[config.mk]
export PLATFORM = sky130hd
export DESIGN_NAME = ascon_fc_sequencer
export DESIGN_NICKNAME = d
export VERILOG_FILES = /design/src/rtl/ascon_fc_sequencer.sv
export SDC_FILE = /design/constraint.sdc
export NUM_CORES = 1
export LEC_CHECK = 0
export ABC_AREA = 1
export CAP_MARGIN = 20
export CORE_AREA = 2 2 282 284
export CTS_CLUSTER_DIAMETER = 120
export DETAILED_ROUTE_END_ITERATION = 6
export DIE_AREA = 0 0 284 286
export GPL_TIMING_DRIVEN = 0
export PLACE_DENSITY = 0.57
export SYNTH_ARGS = -nofsm -noshare
export SYNTH_HDL_FRONTEND = slang
export SYNTH_SLANG_ARGS = --single-unit
[constraint.sdc]
create_clock -name clk -period 3.02 [get_ports clk]
set_clock_uncertainty 0.2 [all_clocks]
set_input_delay 0.302 -clock clk [delete_from_list [all_inputs] [get_ports clk]]
set_output_delay 0.302 -clock clk [all_outputs]
set_load 0.03 [all_outputs]
[src/rtl/ascon_fc_sequencer.sv]
`default_nettype none
// ============================================================================
// Module   : ascon_fc_sequencer
// Brief    : Word-bus loader and run controller for the fault-countermeasure
//            Ascon wrapper. Loads key/nonce/AD/PT, pulses encryption then
//            decryption start, waits on the ready levels with a timeout, and
//            presents the captured results through a valid/ready port.
// Revision : 1.0 - initial release
// ============================================================================
module ascon_fc_sequencer #(
  parameter int K       = 128,
  parameter int L       = 40,
  parameter int Y       = 40,
  parameter int W       = 32,
  parameter int TIMEOUT = 255
) (
  input  logic           clk,
  input  logic           rst,                    // asynchronous, active-low
  input  logic           in_valid,
  input  logic [W-1:0]   in_data,
  output logic           in_ready,
  output logic [K-1:0]   key,
  output logic [127:0]   nonce,
  output logic [L-1:0]   associated_data,
  output logic [Y-1:0]   plain_text,
  output logic           encryption_start,
  output logic           decryption_start,
  input  logic [Y-1:0]   cipher_text,
  input  logic [127:0]   tag,
  input  logic           encryption_ready,
  input  logic           decryption_ready,
  input  logic           message_authentication,
  output logic           res_valid,
  input  logic           res_ready,
  output logic [Y-1:0]   res_cipher_text,
  output logic [127:0]   res_tag,
  output logic           res_auth,
  output logic           res_timeout,
  output logic           busy
);

  localparam int NK = (K + W - 1) / W;
  localparam int NN = (128 + W - 1) / W;
  localparam int NA = (L + W - 1) / W;
  localparam int NP = (Y + W - 1) / W;
  localparam int NT = NK + NN + NA + NP;
  localparam int CW = $clog2(NT + 1);
  localparam int TW = $clog2(TIMEOUT + 1);

  // Word-index boundaries between the fields in load order
  localparam logic [CW-1:0] KEY_END   = CW'(NK);
  localparam logic [CW-1:0] NONCE_END = CW'(NK + NN);
  localparam logic [CW-1:0] AD_END    = CW'(NK + NN + NA);
  localparam logic [CW-1:0] LAST_WORD = CW'(NT - 1);
  localparam logic [TW-1:0] TMAX      = TW'(TIMEOUT);

  typedef enum logic [2:0] {
    S_LOAD      = 3'd0,
    S_ENC_START = 3'd1,
    S_ENC_WAIT  = 3'd2,
    S_DEC_START = 3'd3,
    S_DEC_WAIT  = 3'd4,
    S_DONE      = 3'd5
  } state_t;

  state_t          state_q, state_d;
  logic [CW-1:0]   cnt_q, cnt_d;
  logic [TW-1:0]   timer_q, timer_d;
  logic [K-1:0]    key_q, key_d;
  logic [127:0]    nonce_q, nonce_d;
  logic [L-1:0]    ad_q, ad_d;
  logic [Y-1:0]    pt_q, pt_d;
  logic [Y-1:0]    res_ct_q, res_ct_d;
  logic [127:0]    res_tag_q, res_tag_d;
  logic            res_auth_q, res_auth_d;
  logic            res_to_q, res_to_d;

  // Shifted candidates: the new word enters at the LSBs, oldest bits fall off the top
  logic [K+W-1:0]   key_sh;
  logic [128+W-1:0] nonce_sh;
  logic [L+W-1:0]   ad_sh;
  logic [Y+W-1:0]   pt_sh;

  assign key_sh   = {key_q, in_data};
  assign nonce_sh = {nonce_q, in_data};
  assign ad_sh    = {ad_q, in_data};
  assign pt_sh    = {pt_q, in_data};

  // Timer==0 masks a ready level left over from the previous run
  logic timer_nz;
  logic timer_max;
  assign timer_nz  = (timer_q != '0);
  assign timer_max = (timer_q == TMAX);

  // State, counters, field and result registers
  always_ff @(posedge clk or negedge rst) begin
    if (!rst) begin
      state_q    <= S_LOAD;
      cnt_q      <= '0;
      timer_q    <= '0;
      key_q      <= '0;
      nonce_q    <= '0;
      ad_q       <= '0;
      pt_q       <= '0;
      res_ct_q   <= '0;
      res_tag_q  <= '0;
      res_auth_q <= 1'b0;
      res_to_q   <= 1'b0;
    end else begin
      state_q    <= state_d;
      cnt_q      <= cnt_d;
      timer_q    <= timer_d;
      key_q      <= key_d;
      nonce_q    <= nonce_d;
      ad_q       <= ad_d;
      pt_q       <= pt_d;
      res_ct_q   <= res_ct_d;
      res_tag_q  <= res_tag_d;
      res_auth_q <= res_auth_d;
      res_to_q   <= res_to_d;
    end
  end

  // Next-state, load steering, timer and result capture
  always_comb begin
    state_d    = state_q;
    cnt_d      = cnt_q;
    timer_d    = timer_q;
    key_d      = key_q;
    nonce_d    = nonce_q;
    ad_d       = ad_q;
    pt_d       = pt_q;
    res_ct_d   = res_ct_q;
    res_tag_d  = res_tag_q;
    res_auth_d = res_auth_q;
    res_to_d   = res_to_q;

    case (state_q)
      S_LOAD: begin
        if (in_valid) begin
          if (cnt_q < KEY_END)        key_d   = key_sh[K-1:0];
          else if (cnt_q < NONCE_END) nonce_d = nonce_sh[127:0];
          else if (cnt_q < AD_END)    ad_d    = ad_sh[L-1:0];
          else                        pt_d    = pt_sh[Y-1:0];
          if (cnt_q == LAST_WORD) begin
            cnt_d   = '0;
            state_d = S_ENC_START;
          end else begin
            cnt_d = cnt_q + 1'b1;
          end
        end
      end
      S_ENC_START: begin
        timer_d = '0;
        state_d = S_ENC_WAIT;
      end
      S_ENC_WAIT: begin
        timer_d = timer_q + 1'b1;
        if (encryption_ready && timer_nz) begin
          state_d = S_DEC_START;
        end else if (timer_max) begin
          res_ct_d   = '0;
          res_tag_d  = '0;
          res_auth_d = 1'b0;
          res_to_d   = 1'b1;
          state_d    = S_DONE;
        end
      end
      S_DEC_START: begin
        timer_d = '0;
        state_d = S_DEC_WAIT;
      end
      S_DEC_WAIT: begin
        timer_d = timer_q + 1'b1;
        if (decryption_ready && timer_nz) begin
          res_ct_d   = cipher_text;
          res_tag_d  = tag;
          res_auth_d = message_authentication;
          res_to_d   = 1'b0;
          state_d    = S_DONE;
        end else if (timer_max) begin
          res_ct_d   = '0;
          res_tag_d  = '0;
          res_auth_d = 1'b0;
          res_to_d   = 1'b1;
          state_d    = S_DONE;
        end
      end
      S_DONE: begin
        if (res_ready) state_d = S_LOAD;
      end
      default: state_d = S_LOAD;
    endcase
  end

  assign in_ready         = (state_q == S_LOAD);
  assign busy             = (state_q != S_LOAD);
  assign encryption_start = (state_q == S_ENC_START);
  assign decryption_start = (state_q == S_DEC_START);
  assign res_valid        = (state_q == S_DONE);

  assign key             = key_q;
  assign nonce           = nonce_q;
  assign associated_data = ad_q;
  assign plain_text      = pt_q;
  assign res_cipher_text = res_ct_q;
  assign res_tag         = res_tag_q;
  assign res_auth        = res_auth_q;
  assign res_timeout     = res_to_q;

endmodule
`default_nettype wire
==> impl_summary.log <==
[metrics] TritonCTS Sinks: approximately 520
[metrics] Clk Tree Root Cell: sky130_fd_sc_hd__clkbuf_16
[metrics] Critical Path Start Type: flop
[metrics] placeable core area: approximately 78000 um2
[metrics] delay of the slowest critical-path stage: ~0.72 ns
[metrics] f_max: 0.373 GHz
[metrics] boundary pin count: just over 700
[metrics] overall die area: between 80000 and 90000 um2
[metrics] wire length of the first global-routing pass: around 120000 um
[metrics] initial cell density of the core: ~27%
[metrics] RD Place Congestion: between 0.8 and 0.9
[metrics] Setup WS post-layout: roughly 0.34 ns
[metrics] Peak supply drop: between 0.5 and 0.6 mV
[metrics] H-tree depth reported by CTS: 2
[metrics] highest metal used: met4
[metrics] crit path time final: roughly 2.7 ns
[metrics] max-slew violations: 0
[metrics] Post-Syn Area: ~21000 um2
[metrics] endpoint of the most critical register-to-register path: res_cipher_text[26]$_DFFE_PN0P_
[metrics] worst-path fanout max: 4
[metrics] wire length the detailed router placed on met1: approximately 37000 um
[metrics] critical path endpoint category: output port
[metrics] total length of routed met3 wires: around 4600 um
[metrics] synthesized-area fraction occupied by and/or/nand/nor cells: just over 20%
[metrics] post-synthesis area per instance: between 8 and 9 um2
[metrics] fraction of final layout cells with drive strength greater than 1: 6.96%
[metrics] Post-CTS Setup Inserts: 0
[metrics] number of buffers added by the clock tree synthesis step: just over 60
[metrics] R2R Path Start: timer_q[0]$_DFFE_PN0P_
[metrics] count of endpoints failing hold in the final timing report: 0
[metrics] post-cts repair resize count: 0
[metrics] Overall Global Routing Usage: 20.4%
[metrics] deepest clock path buffer count: 3
[metrics] Final HPWL DP: about 65000 um
[metrics] clock insertion delay at the later pin of the skew report: around 0.63 ns
[metrics] total wire length: 85500 um
[metrics] setup repair after global routing missed its margin: false
[metrics] post-DR vias/cell: approximately 4.3
[metrics] number of global-route vias before repair: 18241
[metrics] Post-synth top flop: sky130_fd_sc_hd__dfrtp_1
[metrics] Post-Route Setup TNS: 0 ns
[metrics] cell with the biggest individual delay on the critical path: sky130_fd_sc_hd__clkdlybuf4s50_1
[metrics] Maximum Capacitance Violations: 0
[metrics] post-placement worst setup slack: 0.415 ns
[metrics] worst reg-to-reg path cell count: 13
[metrics] Distinct cells, synth: 30
[metrics] final setup violation count: 0
[metrics] worst setup path startpoint: state_q[2]$_DFFE_PN0P_
[metrics] number of standard cells after synthesis: 2453
[metrics] number of enable flip-flop cells after synthesis: 0
[metrics] Pwr Density: between 1000 and 1500 nW/um2
[metrics] xor-xnor portion of the synthesized cell area: less than 1%
[metrics] critical path, cell by cell: nor2_1 -> inv_1 -> nor2_1 -> clkdlybuf4s50_1
[metrics] kind of path behind the tightest hold check: in2async
[metrics] GR Overflow Total: 0
[metrics] share of synthesized cell area in full adder, half adder and majority cells: less than 1%
[metrics] number of design-rule violations left by the first detailed-router iteration: around 1200
[metrics] leakage power figure: 0.0162 uW
[metrics] dominant combinational cell family by area after synthesis: simple AND/OR/NAND/NOR gates
[metrics] total via count in the routed design: 18684
[metrics] count of antenna-violating nets left after detailed routing: 0
[metrics] multiplexer fraction of the synthesized cell area: 0%
[metrics] critical path buffer and inverter count: 2
[metrics] Async SR Flop Fraction: 100%
[metrics] average wire length per cell after detail routing: around 20 um
[metrics] number of buffers inserted for hold repair after clock tree synthesis: 2
[metrics] clock slew at the register clock pins of the worst setup and hold paths: roughly 0.06 ns
[metrics] synthesized netlist net count: between 2000 and 3000
[metrics] DR pass1 iterations: 7
[metrics] number of cells on the critical path: 4
[metrics] register bit count reported by yosys: approximately 520
[metrics] critical path data required time: between 2 and 3 ns
[metrics] termination of the worst setup path: decryption_start
[metrics] Most common cell on crit path: sky130_fd_sc_hd__nor2_1
[metrics] Arrival @ worst endpoint: between 2 and 2.5 ns
[metrics] largest delay contributor family on the critical path: buffers and inverters
[metrics] I/O Buffers: 717
[metrics] number of nets in the layout: around 3500
[metrics] Die X: between 200 and 300 um
[metrics] status: complete, no violations
[metrics] most common library cell in the layout ignoring fill and taps: sky130_fd_sc_hd__nand2_1
[metrics] register area share after synthesis: approximately 62%
[metrics] vertical die dimension: 286 um
[metrics] largest net degree at the start of global routing: between 100 and 150
[metrics] commonest cells after routing, fill and taps aside: 1041 x sky130_fd_sc_hd__nand2_1, 716 x sky130_fd_sc_hd__clkdlybuf4s50_1, 521 x sky130_fd_sc_hd__dfrtp_1
[metrics] transition at the pin with the smallest max-transition slack: between 0.8 and 0.9 ns
[metrics] Slew headroom: a little over two fifths
[metrics] crit share post-route: 88.7%
[metrics] met2 wire len: 41000 um
[metrics] area added between synthesis and finish: 52.1%
[metrics] count of unresolved DRC violations after routing: 0
[metrics] kind of critical path: reg2out
[metrics] antenna violations before repair: 9
[metrics] r2r setup slk: between 0.5 and 0.6 ns
[metrics] CTS tree: yes
[metrics] synthesis warning total: 0
[metrics] post-synthesis compound-gate area fraction: between 7 and 8%
[metrics] number of rows in the core area: between 100 and 150
## through the flow
step / hold slack (ns) / cell area [um2] / cells / power, uW / utilization, %
6_report: 0.0674 / 32100 / 4348 / 39200 / 41.0
4_1_cts: 0.0136 / 32100 / 4342 / 39600 / 40.9
3_3_place_gp: 0.262 / 29600 / 4220 / 30800 / 37.8
5_1_grt: 0.0501 / 32100 / 4348 / 41300 / 41.0
2_1_floorplan: -0.194 / 21100 / 2453 / 21800 / -
3_5_place_dp: 0.0271 / 29700 / 4225 / 30900 / 37.9
## logic make-up after synthesis
family	count (synthesis)
DFF	521
xor gates and xnor gates	4
buffers and inverters	464
AOI/OAI and AO/OA	322
and+or+nand+nor	1139
adders and majority gates	3
## Yosys cell counts (2+ instances only)
cell,number,share of area [%]
sky130_fd_sc_hd__nand2_1,1041,19
sky130_fd_sc_hd__inv_2,15,0.27
sky130_fd_sc_hd__nand3_4,2,0.17
sky130_fd_sc_hd__xor2_1,4,0.17
sky130_fd_sc_hd__buf_2,72,1.7
sky130_fd_sc_hd__nor2_1,76,1.4
sky130_fd_sc_hd__clkbuf_1,33,0.59
sky130_fd_sc_hd__nand3_1,7,0.17
sky130_fd_sc_hd__o21a_1,2,0.071
sky130_fd_sc_hd__dfrtp_1,521,62
sky130_fd_sc_hd__buf_6,18,0.96
sky130_fd_sc_hd__nor3_1,3,0.071
sky130_fd_sc_hd__o21ai_0,243,5.8
sky130_fd_sc_hd__inv_1,322,5.7
sky130_fd_sc_hd__buf_4,3,0.11
sky130_fd_sc_hd__ha_1,3,0.18
sky130_fd_sc_hd__o21ai_1,7,0.17
sky130_fd_sc_hd__o22ai_1,3,0.089
sky130_fd_sc_hd__nand3_2,3,0.14
sky130_fd_sc_hd__a21oi_1,65,1.5
## per-layer routing
layer	global-route usage, %	vias up
li1	-	8973
met1	27.3	9022
met2	33.1	547
met3	3.73	142
met4	7.32	0
met5	0	-
## worst min-delay path by stage
stage	from	endpoint	slack, ns	cells past startpoint
after floorplan	rst	associated_data[0]$_DFFE_PN0P_	-0.19	0
after global routing	rst	res_cipher_text[17]$_DFFE_PN0P_	0.05	3
final	rst	res_cipher_text[11]$_DFFE_PN0P_	0.07	3
after detailed placement	rst	res_cipher_text[11]$_DFFE_PN0P_	0.03	1
after global placement	res_timeout$_DFFE_PN0P_	res_timeout$_DFFE_PN0P_	0.26	2
after CTS	rst	res_cipher_text[16]$_DFFE_PN0P_	0.01	3
## power breakdown
part / internal (uW) / switching (uW) / leakage [uW]
clock network: 5290 / 3140 / 0.00114
registers: 9960 / 2070 / 0.00656
logic: 7060 / 11700 / 0.00850
## registers in the layout (all words and copies together), names as in the netlist
register	count
cnt_q	4
timer_q	8
nonce	128
res_auth	1
res_tag	128
res_cipher_text	40
res_timeout	1
state_q	3
associated_data	40
plain_text	40
key	128
## worst min-delay path, cell delays in order
cell and delay [ns]:
sky130_fd_sc_hd__dlygate4sd3_1 0.56, sky130_fd_sc_hd__buf_8 0.15, sky130_fd_sc_hd__buf_16 0.23
## area by class of cell
class	instances	area [um2]
Antenna cell	6	15.0
Buffer	126	709
Clock buffer	87	1770
Clock inverter	28	537
Fill cell	7884	46300
Inverter	338	1270
Multi-Input combinational cell	1468	6070
Sequential cell	521	13000
Tap cell	1050	1310
Timing Repair Buffer	724	7360
No activity file was read; power rests on OpenSTA's default activity.
